[config.mk]
export PLATFORM = sky130hd
export DESIGN_NAME = pattern_scan_ctrl
export DESIGN_NICKNAME = d
export VERILOG_FILES = /design/src/rtl/pattern_scan_ctrl.sv
export SDC_FILE = /design/constraint.sdc
export NUM_CORES = 1
export LEC_CHECK = 0
export CAP_MARGIN = 10
export CORE_ASPECT_RATIO = 0.9
export CORE_MARGIN = 2
export CORE_UTILIZATION = 40
export DETAILED_ROUTE_END_ITERATION = 7
export PLACE_DENSITY = 0.65
export SETUP_SLACK_MARGIN = 0.4
export SLEW_MARGIN = 20
export SYNTH_ARGS = -nofsm -noshare
export SYNTH_HDL_FRONTEND = slang
export SYNTH_SLANG_ARGS = --single-unit
[constraint.sdc]
create_clock -name clock -period 1.6 [get_ports clock]
set_input_delay 0.16 -clock clock [delete_from_list [all_inputs] [get_ports clock]]
set_output_delay 0.16 -clock clock [all_outputs]
set_load 0.02 [all_outputs]
[src/rtl/pattern_scan_ctrl.sv]
// Word-level sequencer for a serial "1000" Moore detector: shifts each word out MSB first,
// counts detector hits per word and returns the count. Optional macro PSC_POS_EN adds out_first_pos.
module pattern_scan_ctrl #(
    parameter int WORD_W = 8,
    parameter int CNT_W  = 4
) (
    input  logic              clock,
    input  logic              reset,
    input  logic              in_valid,
    input  logic [WORD_W-1:0] in_data,
    output logic              in_ready,
    output logic              det_seq_in,
    output logic              det_reset,
    input  logic              det_hit,
    output logic              out_valid,
    output logic [CNT_W-1:0]  out_count,
    output logic              out_hit,
    input  logic              out_ready
`ifdef PSC_POS_EN
    ,
    output logic [$clog2(WORD_W)-1:0] out_first_pos
`endif
);
    localparam int IDX_W = $clog2(WORD_W);
    localparam logic [IDX_W-1:0] LAST_IDX = IDX_W'(WORD_W - 1);
    localparam logic [CNT_W-1:0] CNT_MAX  = {CNT_W{1'b1}};

    typedef enum logic [1:0] {IDLE, SHIFT, DRAIN, DONE} state_t;

    state_t            state_reg, state_next;
    logic [WORD_W-1:0] shift_reg, shift_next;
    logic [IDX_W-1:0]  idx_reg, idx_next;
    logic [CNT_W-1:0]  count_reg, count_next;
    logic              det_reset_reg;
    logic              hit_sample;

    always_ff @(posedge clock) begin
        if (reset) begin
            state_reg     <= IDLE;
            shift_reg     <= '0;
            idx_reg       <= '0;
            count_reg     <= '0;
            det_reset_reg <= 1'b1;
        end else begin
            state_reg     <= state_next;
            shift_reg     <= shift_next;
            idx_reg       <= idx_next;
            count_reg     <= count_next;
            // Detector reset is asynchronous, so it must come straight from a flop.
            det_reset_reg <= (state_next == IDLE) || (state_next == DONE);
        end
    end

    always_comb begin
        state_next = state_reg;
        shift_next = shift_reg;
        idx_next   = idx_reg;
        count_next = count_reg;
        hit_sample = 1'b0;
        case (state_reg)
            IDLE: begin
                if (in_valid) begin
                    state_next = SHIFT;
                    shift_next = in_data;
                    idx_next   = '0;
                    count_next = '0;
                end
            end
            SHIFT: begin
                shift_next = {shift_reg[WORD_W-2:0], 1'b0};
                idx_next   = idx_reg + IDX_W'(1);
                // Moore output lags one cycle: at k=0 it still reflects the reset state.
                hit_sample = det_hit && (idx_reg != '0);
                if (idx_reg == LAST_IDX) begin
                    state_next = DRAIN;
                end
            end
            DRAIN: begin
                hit_sample = det_hit;
                state_next = DONE;
            end
            DONE: begin
                if (out_ready) begin
                    state_next = IDLE;
                end
            end
            default: state_next = IDLE;
        endcase
        if (hit_sample && (count_reg != CNT_MAX)) begin
            count_next = count_reg + CNT_W'(1);
        end
    end

`ifdef PSC_POS_EN
    logic [IDX_W-1:0] pos_reg;

    // A hit seen in sampling cycle k belongs to bit k-1; DRAIN belongs to the last bit.
    always_ff @(posedge clock) begin
        if (reset) begin
            pos_reg <= '0;
        end else if ((state_reg == IDLE) && in_valid) begin
            pos_reg <= '0;
        end else if (hit_sample && (count_reg == '0)) begin
            pos_reg <= (state_reg == DRAIN) ? LAST_IDX : (idx_reg - IDX_W'(1));
        end
    end

    assign out_first_pos = pos_reg;
`endif

    assign in_ready   = (state_reg == IDLE);
    assign out_valid  = (state_reg == DONE);
    assign det_reset  = det_reset_reg;
    assign det_seq_in = (state_reg == SHIFT) && shift_reg[WORD_W-1];
    assign out_count  = count_reg;
    assign out_hit    = (count_reg != '0);

endmodule

# After elaboration in Yosys (flattened, before gate mapping)
# Cells that the tools add are included.
# totals
in_bits	13
wordCells	39
ff_bits	18
output_inout_bits	9
# op_classes
n_mux	12
reduce_logical	13
add_sub_neg	2
n_eq_ne	7
# ops
op	count
8-bit case mux with 2 select lines	1
4-bit two-way mux	3
8-bit two-way mux	1
2-bit case mux with 4 select lines	1
2-bit equality test (second input constant)	3
2-bit two-way mux	3
3-bit case mux with 2 select lines	1
2-bit nonzero test	3
4-bit by 1-bit adder with 4-bit output (second input constant)	1
2-bit logical NOT	2
4-bit != test (second input constant)	1
2-bit AND reduction	2
4-bit nonzero test	1
3-bit by 1-bit adder with 3-bit output (second input constant)	1
3-bit equality test (second input constant)	1
1-bit logical AND	3
3-bit two-way mux	1
3-bit nonzero test	1
2-bit by 1-bit equality test with 1-bit output (second input constant)	1
2-bit != test (second input constant)	1
1-bit case mux with 2 select lines	1
1-bit logical OR	1

# Depth between registers and ports, before layout
# depth
depth_word	6
ltp_mapped	7
ltp_nobuf	6

# Worst setup path after synthesis
# OpenSTA, ideal clock, no wires.
# synth_timing
kind	register -> register
startpoint	register state_reg[0]
endpoint	register shift_reg[4]
n_path_buf	1
setup_slack_ps	61
path_stages_with_launch	8
period_less_slack_ps	1539
t_arrival_ps	1460
setup_time_ps	79
path_cell_list	dfxtp_1 inv_1 ha_1 nand2b_2 o21a_2 buf_6 nor2_1 a211oi_2
# synth_between
elab_chain_cells	3
word_cells_on_any_way	6
cone_classes	eq/ne (2); mux (1); reduce/logical (3)
# synth_rtl
element	line_no	rtl
start, declared	30	state_t state_reg, state_next;
start signal, assigned	45	state_reg <= state_next;
2-bit logical NOT (*)	-	
named net in_ready	11	output logic in_ready,
2-bit != test (no source line) or 2-bit nonzero test (tied branches)	-	
2-bit AND reduction (no source line)	-	
end signal, assigned	46	shift_reg <= shift_next;
end, declared	31	logic [WORD_W-1:0] shift_reg, shift_next;
# Mark *: on every way through the listed nets, which the timed path passes. The rest lies on a longest branch.
# A chain may end at the register's enable or synchronous reset.

# Final worst setup path
# layout_timing
startpoint	register idx_reg[0]
endpoint	register det_reset_reg, in the netlist det_reset
# layout_between
elab_chain_cells	5
word_cells_on_any_way	6
cone_classes	eq/ne (2); mux (2); reduce/logical (2)
# layout_rtl
element	line_no	rtl
start, declared	32	logic [IDX_W-1:0] idx_reg, idx_next;
start signal, assigned	47	idx_reg <= idx_next;
3-bit equality test (*)	74	if (idx_reg == LAST_IDX) begin
2-bit two-way mux (*)	74	
2-bit case mux with 4 select lines (*)	60	case (state_reg)
2-bit equality test or 2-bit logical NOT (tied branches)	50	det_reset_reg <= (state_next == IDLE) || (state_next == DONE);
1-bit logical OR (*)	50	
end signal, assigned	50	
end, declared	34	logic det_reset_reg;
# Mark *: on every way between the ends. The rest lies on a longest branch, timed or not.

==> out/metrics.yaml <==
status:
  status: "finished, final reports clean"
yosys:
  muxShareOfSynthArea: 0.0669
  yosysSeqAreaShare: 0.344
  synth_nets: 137
  synth_xor_area_frac: 0
  yosys_warnings: 0
  synthCells: 115
  synth_top_family_by_area: "compound AO/OA/AOI/OAI gates"
  synthAdderAreaFrac: 0.108
  synth-simple-area-share: 0.168
  synth-seq-cells: 18
  synth.distinct_cells: 34
  syn_area_um2: 1050
  avgSynthCellArea_um2: 9.11
  synth-compound-area-share: 0.253
power_and_ir_drop:
  ir_worst_vdd_mv: 0.578
  seqPwrFrac: 0.417
  combPwrFrac: 0.338
  netSwitchingFraction: 0.320
  pwr-share-clk: 0.244
  power.leakage_uw: 0.000674
  p_sw_uw: 391
  internal-power_uw: 832
  power.density_nw_per_um2: 688
sta:
  relSlewSlack: 0.863
  tns_ps: 0
  worst_pin_slew_ps: 199
  maxSlewViolCount: 0
  period_share: 0.862
  hold_viol: 0
  rsz0062_at_grt: "true"
  fin_skew_ps: 9.24
  setup_viol: 0
  fmax_ghz: 0.725
  period_minus_slack_ps: 1380
grt:
  grt.total_usage: 0.184
  antenna_found_initial: 0
  grt_pass1_wl_um: 4220
  grt_overflow: 0
  grt_pass1_vias: 929
  grt_max_degree: 15
detailed_routing:
  wl_um: 2790
  firstDrtPassIters: 4
  drt_iter0_drc: 15
  viasPerCell: 5.38
  wl_per_cell_um: 15.2
  drc_errors: 0
  postRouteAntennaNets: 0
  num_vias: 989
final_layout:
  fillerInstances: 181
  seqCellArea_um2: 383
  final_util: 0.721
  multiInputGateArea_um2: 885
  largest_register_ffs: 8
  layout.nets: 179
  num_antenna_cells: 0
  syn2layout_area_growth_pct: 69.8
  drive_gt1_frac: 0.596
floorplanning:
  die_area_um2: 3040
  start_util: 0.424
  fp.dieH_um: 52.5
  core_area_um2: 2470
  num_io_pins: 22
  std_cell_rows: 17
  die_w_um: 57.9
clock_network:
  cts_max_path_buffers: 2
  clock_sinks: 18
  cts_max_level: 1
  path_clk_slew_ps: 110
  hold_buffers: 0
  root_buffer: "clkbuf_4"
  cts-buffers-inserted: 3
  clk_latency_ps: 320
  cts_tree: "done"
min_path:
  min_path_type: "in -> reg"
critical_path:
  critical_path_class: "reg -> reg"
  crit_arrival_ps: 1590
  cp.required_ps: 1810
  endpoint_kind: "flop"
  cpMaxStageDelayCell: "dfxtp_4"
  cpMostUsedCell: "ha_1"
  worst-path-max-fanout: 3
  cpPeakStageDelay_ps: 370
  critical_path.cell_chain: "ha_1 > ha_1 > a21oi_2 > o21ai_2 > o2111ai_2 > o211ai_1"
  worst_setup_path_start_kind: "flop"
placed_design:
  place_congestion: 0.751
  hpwl_um: 1640
  portBuffers: 21
run:
  maxCapViolations: 0
## path summary, 6_finish.rpt
kind              startpoint  cells after the start            to  slack [ps]
hold / removal    in_data[7]                      3  shift_reg[7]         510
setup reg to reg  idx_reg[0]                      6     det_reset         220
hold reg to reg   idx_reg[0]                      2    idx_reg[0]         510
setup / recovery  idx_reg[0]                      6     det_reset         220
## power groups by stage
stage          combinational (µW)  sequential (µW)  clock, µW
2_1_floorplan                 211              518          0
3_3_place_gp                  279              519          0
3_5_place_dp                  283              520          0
4_1_cts                       380              510        294
5_1_grt                       440              514        325
6_report                      413              510        299
## final cells by class
cell class	instances	share of cell area
sequential	18	0.215
tap	28	0.0197
multi-input combinational	85	0.498
clock buffer	4	0.0204
inverter	8	0.0225
timing repair buffer	41	0.224
## logic make-up (layout without fill, tap and decap cells)
family	after synthesis	in the layout
AND/OR/NAND/NOR	35	35
AO/OA/AOI/OAI	33	34
flip-flops	18	18
buffers and inverters	13	53
adder cells (fa/ha/maj)	9	9
multiplexers	7	7
## repair_timing
action                                  in CTS  in global routing
pin swaps                                   19                  8
gates resized for setup                     70                 29
endpoints found under the setup margin      27                 25
setup buffers                               13                  2
cloned                                       1                  0
## layer usage
metal  up-vias  track usage  routed length, µm
li1        494            -                  -
met1       481        0.244               1360
met2        10        0.294               1320
met3         4       0.0519                 84
met4         0       0.0465                 26
met5         -            0                  0
## stage by stage
stage / hold slack [ps] / setup slack (ps) / cell area [µm²] / total power, µW / cells
after floorplan: 425 / 305 / 1150 / 729 / 115
after global placement: 460 / 159 / 1390 / 798 / 164
after detailed placement: 474 / 147 / 1390 / 803 / 164
after CTS: 476 / 245 / 1640 / 1180 / 182
after global routing: 501 / 175 / 1780 / 1280 / 184
final: 507 / 221 / 1780 / 1220 / 184
## placed cells by master (no fill, tap or decap), types with 2 or more instances in the layout
cell	synthesis	routed
inv_4	0	2
clkbuf_4	0	3
mux2i_1	7	7
nand2_1	5	2
dfxtp_1	18	10
ha_1	9	3
o211ai_1	6	6
o21a_4	0	2
clkdlybuf4s50_1	0	12
a21oi_1	8	4
nor2_4	0	5
inv_1	8	4
o21ai_2	0	3
nor2_1	13	4
a32oi_2	0	2
ha_4	0	5
clkdlybuf4s15_2	0	2
dfxtp_4	0	5
nand2b_4	0	2
nor2_2	0	4
nand3_2	1	2
buf_6	1	12
a211oi_2	7	8
buf_4	1	11
dfxtp_2	0	3
nand3_1	5	3
a21oi_2	1	5
## cells in the mapped netlist
library cell | count | area [µm²]
and2b_1 | 1 | 7.51
a21oi_1 | 8 | 40.0
clkbuf_2 | 1 | 5.00
o2111ai_1 | 1 | 8.76
buf_6 | 1 | 11.3
a32oi_1 | 2 | 17.5
a211oi_2 | 7 | 87.6
inv_1 | 8 | 30.0
a211o_1 | 1 | 8.76
nand2b_1 | 1 | 6.26
o21a_2 | 1 | 8.76
nor3b_1 | 1 | 7.51
mux2i_1 | 7 | 70.1
ha_1 | 9 | 113
nand3_1 | 5 | 25.0
nand2_1 | 5 | 18.8
a211oi_1 | 1 | 7.51
and3_1 | 2 | 12.5
a21oi_2 | 1 | 8.76
a21o_1 | 1 | 7.51
nor2b_1 | 2 | 12.5
buf_4 | 1 | 7.51
and2_1 | 1 | 6.26
buf_2 | 1 | 5.00
buf_1 | 1 | 3.75
nand2b_2 | 1 | 8.76
nand3_2 | 1 | 10.0
o211ai_1 | 6 | 45.0
or2_0 | 1 | 6.26
dfxtp_1 | 18 | 360
or2_2 | 1 | 6.26
o21ba_2 | 1 | 10.0
nor2_1 | 13 | 48.8
o21ai_0 | 3 | 15.0
## critical path: cells and delay by family, from the launching register on
family | cells | cell delay [ps]
AO/OA/AOI/OAI | 4 | 460
flip-flops | 1 | 370
adder cells (fa/ha/maj) | 2 | 430
Note: power is estimated with default switching activity, not from simulation.
